## src/rtl/regfile_pkg.sv

```systemverilog
// Shared defaults and types for the parametrised register file.
package regfile_pkg;

    localparam int WIDTH_DEF   = 32;
    localparam int DEPTH_DEF   = 16;
    localparam int AW_DEF      = $clog2(DEPTH_DEF);
    localparam int PC_IDX_DEF  = DEPTH_DEF - 1;
    localparam int PC_STEP_DEF = 4;

    typedef logic [WIDTH_DEF-1:0] word_t;
    typedef logic [AW_DEF-1:0]    addr_t;

endpackage

```

## src/rtl/regfile_cell.sv

```systemverilog
// One storage word: load-enabled register with asynchronous active-low clear.
module regfile_cell #(
    parameter int WIDTH = 32
) (
    input  logic             clk,
    input  logic             rst_n,
    input  logic             load_i,
    input  logic [WIDTH-1:0] d_i,
    output logic [WIDTH-1:0] q_o
);

    logic [WIDTH-1:0] data_q;

    // Word storage: cleared on reset, loaded when enabled, otherwise held.
    always_ff @(posedge clk or negedge rst_n) begin
        if (!rst_n) begin
            data_q <= {WIDTH{1'b0}};
        end else if (load_i) begin
            data_q <= d_i;
        end else begin
            data_q <= data_q;
        end
    end

    assign q_o = data_q;

endmodule

```

## src/rtl/param_register_file.sv

```systemverilog
// Register file: one write port, two combinational read ports with optional bypass,
// an auto-incrementing PC register and a per-register pending scoreboard.
module param_register_file
    import regfile_pkg::*;
#(
    parameter int WIDTH   = WIDTH_DEF,
    parameter int DEPTH   = DEPTH_DEF,
    parameter int AW      = $clog2(DEPTH),
    parameter int PC_IDX  = DEPTH - 1,
    parameter int PC_STEP = PC_STEP_DEF,
    parameter int BYPASS  = 1
) (
    input  logic             clk,
    input  logic             reset,
    input  logic             we,
    input  logic [AW-1:0]    wa,
    input  logic [WIDTH-1:0] wd,
    input  logic [AW-1:0]    ra1,
    input  logic [AW-1:0]    ra2,
    output logic [WIDTH-1:0] rd1,
    output logic [WIDTH-1:0] rd2,
    output logic             rd1_pend,
    output logic             rd2_pend,
    input  logic             mark_en,
    input  logic [AW-1:0]    mark_idx,
    input  logic             pc_inc,
    output logic [WIDTH-1:0] pc
);

    localparam logic [WIDTH-1:0] PC_STEP_W = WIDTH'(PC_STEP);
    localparam logic [DEPTH-1:0] ONE_HOT0  = {{(DEPTH-1){1'b0}}, 1'b1};

    logic [WIDTH-1:0] regs_s [DEPTH];
    logic [WIDTH-1:0] cell_d_s [DEPTH];
    logic [DEPTH-1:0] cell_load_s;
    logic [DEPTH-1:0] pend_q;
    logic [DEPTH-1:0] pend_d;
    logic [DEPTH-1:0] clr_s;
    logic [DEPTH-1:0] set_s;
    logic             byp_en_s;

    // Forwarding is suppressed while reset holds the state cleared.
    assign byp_en_s = (BYPASS != 0) && we && reset;

    genvar gi;
    generate
        for (gi = 0; gi < DEPTH; gi++) begin : g_cell
            if (gi == PC_IDX) begin : g_pc
                logic wr_hit_s;
                assign wr_hit_s        = we && (wa == AW'(gi));
                assign cell_load_s[gi] = wr_hit_s || pc_inc;
                // A write to the PC takes priority over the increment.
                assign cell_d_s[gi]    = wr_hit_s ? wd : (regs_s[gi] + PC_STEP_W);
            end else begin : g_gp
                assign cell_load_s[gi] = we && (wa == AW'(gi));
                assign cell_d_s[gi]    = wd;
            end

            regfile_cell #(
                .WIDTH (WIDTH)
            ) u_cell (
                .clk    (clk),
                .rst_n  (reset),
                .load_i (cell_load_s[gi]),
                .d_i    (cell_d_s[gi]),
                .q_o    (regs_s[gi])
            );
        end
    endgenerate

    // Pending next state: a write clears, a mark sets, and the mark wins on collision.
    always_comb begin
        clr_s  = {DEPTH{1'b0}};
        set_s  = {DEPTH{1'b0}};
        if (we) begin
            clr_s = ONE_HOT0 << wa;
        end else begin
            clr_s = {DEPTH{1'b0}};
        end
        if (mark_en) begin
            set_s = ONE_HOT0 << mark_idx;
        end else begin
            set_s = {DEPTH{1'b0}};
        end
        pend_d = (pend_q & ~clr_s) | set_s;
    end

    // Pending scoreboard storage.
    always_ff @(posedge clk or negedge reset) begin
        if (!reset) begin
            pend_q <= {DEPTH{1'b0}};
        end else begin
            pend_q <= pend_d;
        end
    end

    // Read port 1 with optional same-cycle forwarding of the write port.
    always_comb begin
        rd1      = regs_s[ra1];
        rd1_pend = pend_q[ra1];
        if (byp_en_s && (wa == ra1)) begin
            rd1      = wd;
            rd1_pend = 1'b0;
        end else begin
            rd1      = regs_s[ra1];
            rd1_pend = pend_q[ra1];
        end
    end

    // Read port 2 with optional same-cycle forwarding of the write port.
    always_comb begin
        rd2      = regs_s[ra2];
        rd2_pend = pend_q[ra2];
        if (byp_en_s && (wa == ra2)) begin
            rd2      = wd;
            rd2_pend = 1'b0;
        end else begin
            rd2      = regs_s[ra2];
            rd2_pend = pend_q[ra2];
        end
    end

    assign pc = regs_s[PC_IDX];

endmodule

```

## config.mk

```make
export PLATFORM = sky130hd
export DESIGN_NAME = param_register_file
export DESIGN_NICKNAME = d
export VERILOG_FILES = /design/src/rtl/regfile_pkg.sv /design/src/rtl/regfile_cell.sv /design/src/rtl/param_register_file.sv
export SDC_FILE = /design/constraint.sdc
export NUM_CORES = 1
export LEC_CHECK = 0
export CORE_ASPECT_RATIO = 1.4
export CORE_MARGIN = 8
export CORE_UTILIZATION = 35
export CTS_CLUSTER_DIAMETER = 30
export DETAILED_ROUTE_END_ITERATION = 10
export GPL_ROUTABILITY_DRIVEN = 0
export PLACE_DENSITY_LB_ADDON = 0.25
export SLEW_MARGIN = 40
export SYNTH_ARGS = -nofsm -noshare
export SYNTH_HDL_FRONTEND = slang
export SYNTH_SLANG_ARGS = --single-unit
```

## constraint.sdc

```tcl
create_clock -name clk -period 5.8 [get_ports clk]
set_clock_uncertainty 0.15 [all_clocks]
set_input_delay 1.74 -clock clk [delete_from_list [all_inputs] [get_ports clk]]
set_output_delay 1.74 -clock clk [all_outputs]
set_load 0.02 [all_outputs]
```

==> flow_summary_export.csv <==
group,metric,value,unit
critical_path,cp_max_fo,29,
die,die_area,93000,sq um
critical_path,reg2reg_depth,6,
final_layout,synthToLayoutAreaGrowth,28.7,%
place,place.detailed.hpwl,62800,um
critical_path,start_kind,"input pin",
final_layout,nNetsFinal,2399,
synthesis,ys_async_sr_fraction,100,%
timing,worst_slew_pin_slew,0.889,ns
timing,setup_slack,0.0597,ns
grt,antenna_found_initial,3,
cts,clock_latency,0.67,ns
timing,clock.fmax,174,MHz
synthesis,syn_avg_cell_area,14.1,sq um
cts,clockBufferDepth,3,
synthesis,synth.area.mux_share,41.5,%
final_layout,n_antenna_cell,0,
synthesis,ys_seq_area_share,45.3,%
synthesis,synth_compound_area_share,4.11,%
grt,overflow,0,
synthesis,synth.area.top_cells,"dfrtp_1 45%, mux4_2 21%, mux2_2 19%",
synthesis,ys.flop_type,"dfrtp_1",
detailed_routing,dr_total_vias,20300,
synthesis,ys.warnings.count,0,
worst_hold_path,hp-class,"register to register",
synthesis,synth_top_family_by_area,"multiplexers",
cts,cts_buffers,109,
die,die_h,358,um
critical_path,worstPathRequired,3.91,ns
die,core,82700,sq um
synthesis,ys_seq_elements,528,
critical_path,critPathKind,"input pin to output pin",
synthesis,syn-cell-area,29200,sq um
timing,hold_viol_final,0,
power_and_ir_drop,power_density,407,nW/um^2
synthesis,synth_largest_area_cell,"dfrtp_1",
die,start_util,35.3,%
grt,grt_start_max_net_pins,163,
detailed_routing,drtIter0Drc,1454,
synthesis,synth_cell_types,40,
die,ios,151,
timing,finalSetupViolCount,0,
worst_hold_path,min_path_cells,1,
die,die_w,260,um
synthesis,synth_top_area_share,45.3,%
synthesis,synthAdderAreaFrac,0.0429,%
power_and_ir_drop,p_leak,15.6,nW
detailed_routing,avgRoutedWirePerCell,27.8,um
timing,slew_headroom,40.6,%
detailed_routing,vias_per_cell,5.76,
cts,htreeDepth,3,
timing,hold_ws,0.367,ns
cts,postCtsHoldBufs,0,
synthesis,synthSimpleGateAreaFrac,4.66,%
place,io_buffers,150,
synthesis,synth-edff-count,0,
cts,cts_tree,"done",
timing,fin_crit_sh,99.0,%
place,dp_slack,-0.760,ns
critical_path,worst_setup_path_end_kind,"output pin",
grt,grt_first_pass_wirelength,148000,um
timing,report.final.slew_viol_count,0,
synthesis,synthXorXnorAreaFrac,1.05,%
synthesis,synth_cells,2073,
flow_run,max_cap_viol_count,0,
final_layout,drive_gt1_share,53.7,%
final_layout,fin_util,45.4,%
detailed_routing,post-route-drc-count,0,
grt,grt.total_usage,21.1,%
timing,period_minus_slack,5.74,ns
grt,grt_pass1_vias,22600,
synthesis,syn_nets,2127,
timing,setup-tns-final,0,ns
detailed_routing,drt_wl_total,97800,um
run_status,outcome,"completed",
detailed_routing,firstDrtPassIters,5,
cts,root_buffer,"clkbuf_16",
die,rows,125,
cts,clkTransAtPathRegs,0.04,ns
detailed_routing,ant_nets,0,
power_and_ir_drop,peakVddDrop,0.239,mV
critical_path,cp.arrival,3.85,ns
cts,cts.sinks,528,
==> layer usage <==
| metal | global-route usage (%) | share of wire (%) | up-vias | routed length [um] |
|---|---|---|---|---|
| li1 | - | - | 8509 | - |
| met1 | 26.6 | 41 | 10900 | 40300 |
| met2 | 35.5 | 50 | 622 | 49200 |
| met3 | 3.54 | 4.9 | 176 | 4800 |
| met4 | 8.79 | 3.5 | 0 | 3470 |
| met5 | 0 | 0 | - | 0 |
==> cell type report <==
class | count | area (sq um)
clock inverter | 68 | 855
tap | 1079 | 1350
inverter | 6 | 25.0
fill | 7275 | 45200
timing repair buffer | 390 | 3790
clock buffer | 138 | 2960
sequential | 528 | 13200
multi-input combinational | 1310 | 15400
==> flip-flops by register name (all words and copies together), names as in the netlist <==
register,cells
pend_q,16
g_cell.u_cell.q_o,512
==> through the flow <==
stage | instance area (sq um) | std cells | total power [mW]
2_1_floorplan | 29200 | 2073 | 7.46
3_3_place_gp | 33300 | 3301 | 8.74
3_5_place_dp | 33400 | 3302 | 8.89
4_1_cts | 37300 | 3512 | 15.4
5_1_grt | 37600 | 3519 | 15.9
6_report | 37600 | 3519 | 15.3
==> report_power, final <==
part           total (mW)  switching, mW  internal, mW
clock network        6.41           2.20          4.21
registers            5.35          0.771          4.58
logic                3.51           1.45          2.06
total                15.3           4.42          10.9
==> timing repair <==
item	in CTS	in global routing
cloned	2	1
buffers inserted	2	5
pin swaps	3	6
resized for setup	249	47
endpoints found under the setup margin	66	38
==> path summary, 6_finish.rpt <==
check                                          from                        end  slack (ns)
hold / removal             g_cell[6].u_cell.q_o[10]   g_cell[6].u_cell.q_o[10]        0.37
min in group asynchronous                     reset   g_cell[15].u_cell.q_o[0]        1.01
setup reg to reg           g_cell[15].u_cell.q_o[2]  g_cell[15].u_cell.q_o[20]        3.09
max in group asynchronous                     reset  g_cell[12].u_cell.q_o[17]        2.39
hold reg to reg            g_cell[6].u_cell.q_o[10]   g_cell[6].u_cell.q_o[10]        0.37
setup / recovery                                 we                    rd1[14]        0.06
==> cells in the final DEF, fill, tap and decap left out, drive strengths merged, types with 5 or more instances in the layout <==
| cell type | instances |
|---|---|
| mux4 | 268 |
| buf | 294 |
| nand4 | 12 |
| xor2 | 20 |
| and3 | 38 |
| nand3 | 19 |
| a21oi | 61 |
| mux2 | 483 |
| dlygate4sd2 | 8 |
| a2111oi | 31 |
| dfrtp | 528 |
| nor2b | 32 |
| clkbuf | 146 |
| clkdlybuf4s15 | 5 |
| clkdlybuf4s50 | 71 |
| clkinv | 32 |
| nor2 | 106 |
| inv | 16 |
| nand2 | 50 |
| xnor2 | 15 |
| a211oi | 62 |
| clkinvlp | 13 |
| o21ai | 16 |
| and2 | 5 |
| mux2i | 63 |
| bufinv | 13 |
==> Yosys cell counts, types with 2 or more instances <==
| cell type | number |
|---|---|
| a2111oi_0 | 31 |
| nand3b_1 | 4 |
| and4_1 | 3 |
| and2_1 | 4 |
| nor2_1 | 106 |
| and3_1 | 38 |
| o21ai_0 | 16 |
| mux2i_1 | 63 |
| nand4_1 | 12 |
| nor3_1 | 3 |
| nand3_1 | 19 |
| dfrtp_1 | 528 |
| buf_6 | 2 |
| buf_4 | 6 |
| nand2b_1 | 3 |
| o31ai_1 | 3 |
| xor2_1 | 20 |
| inv_1 | 5 |
| mux4_2 | 268 |
| nor3b_1 | 2 |
| a32o_1 | 3 |
| nor2b_1 | 32 |
| xnor2_1 | 15 |
| nand2_1 | 50 |
| mux2_2 | 483 |
| a21oi_1 | 61 |
| clkbuf_1 | 120 |
| a211oi_1 | 62 |
| buf_2 | 55 |
| buf_1 | 46 |
==> critical path, stage by stage <==
cell and delay [ns]:
clkdlybuf4s50_1 0.50, nand2_2 0.08, a221oi_2 0.18, nand3b_1 0.13, buf_6 0.16, buf_12 0.17
buf_4 0.18, and3_1 0.15, a211oi_2 0.24, buf_4 0.16, buf_4 0.13
==> cell families (layout without fill, tap and decap cells) <==
family,Yosys count,in the layout
muxes,814,814
DFF,528,528
and+or+nand+nor,281,281
buffers and inverters,235,602
AOI/OAI and AO/OA,179,179
xor gates and xnor gates,35,35
adders and majority gates,1,1
(Power assumes the default switching activity.)
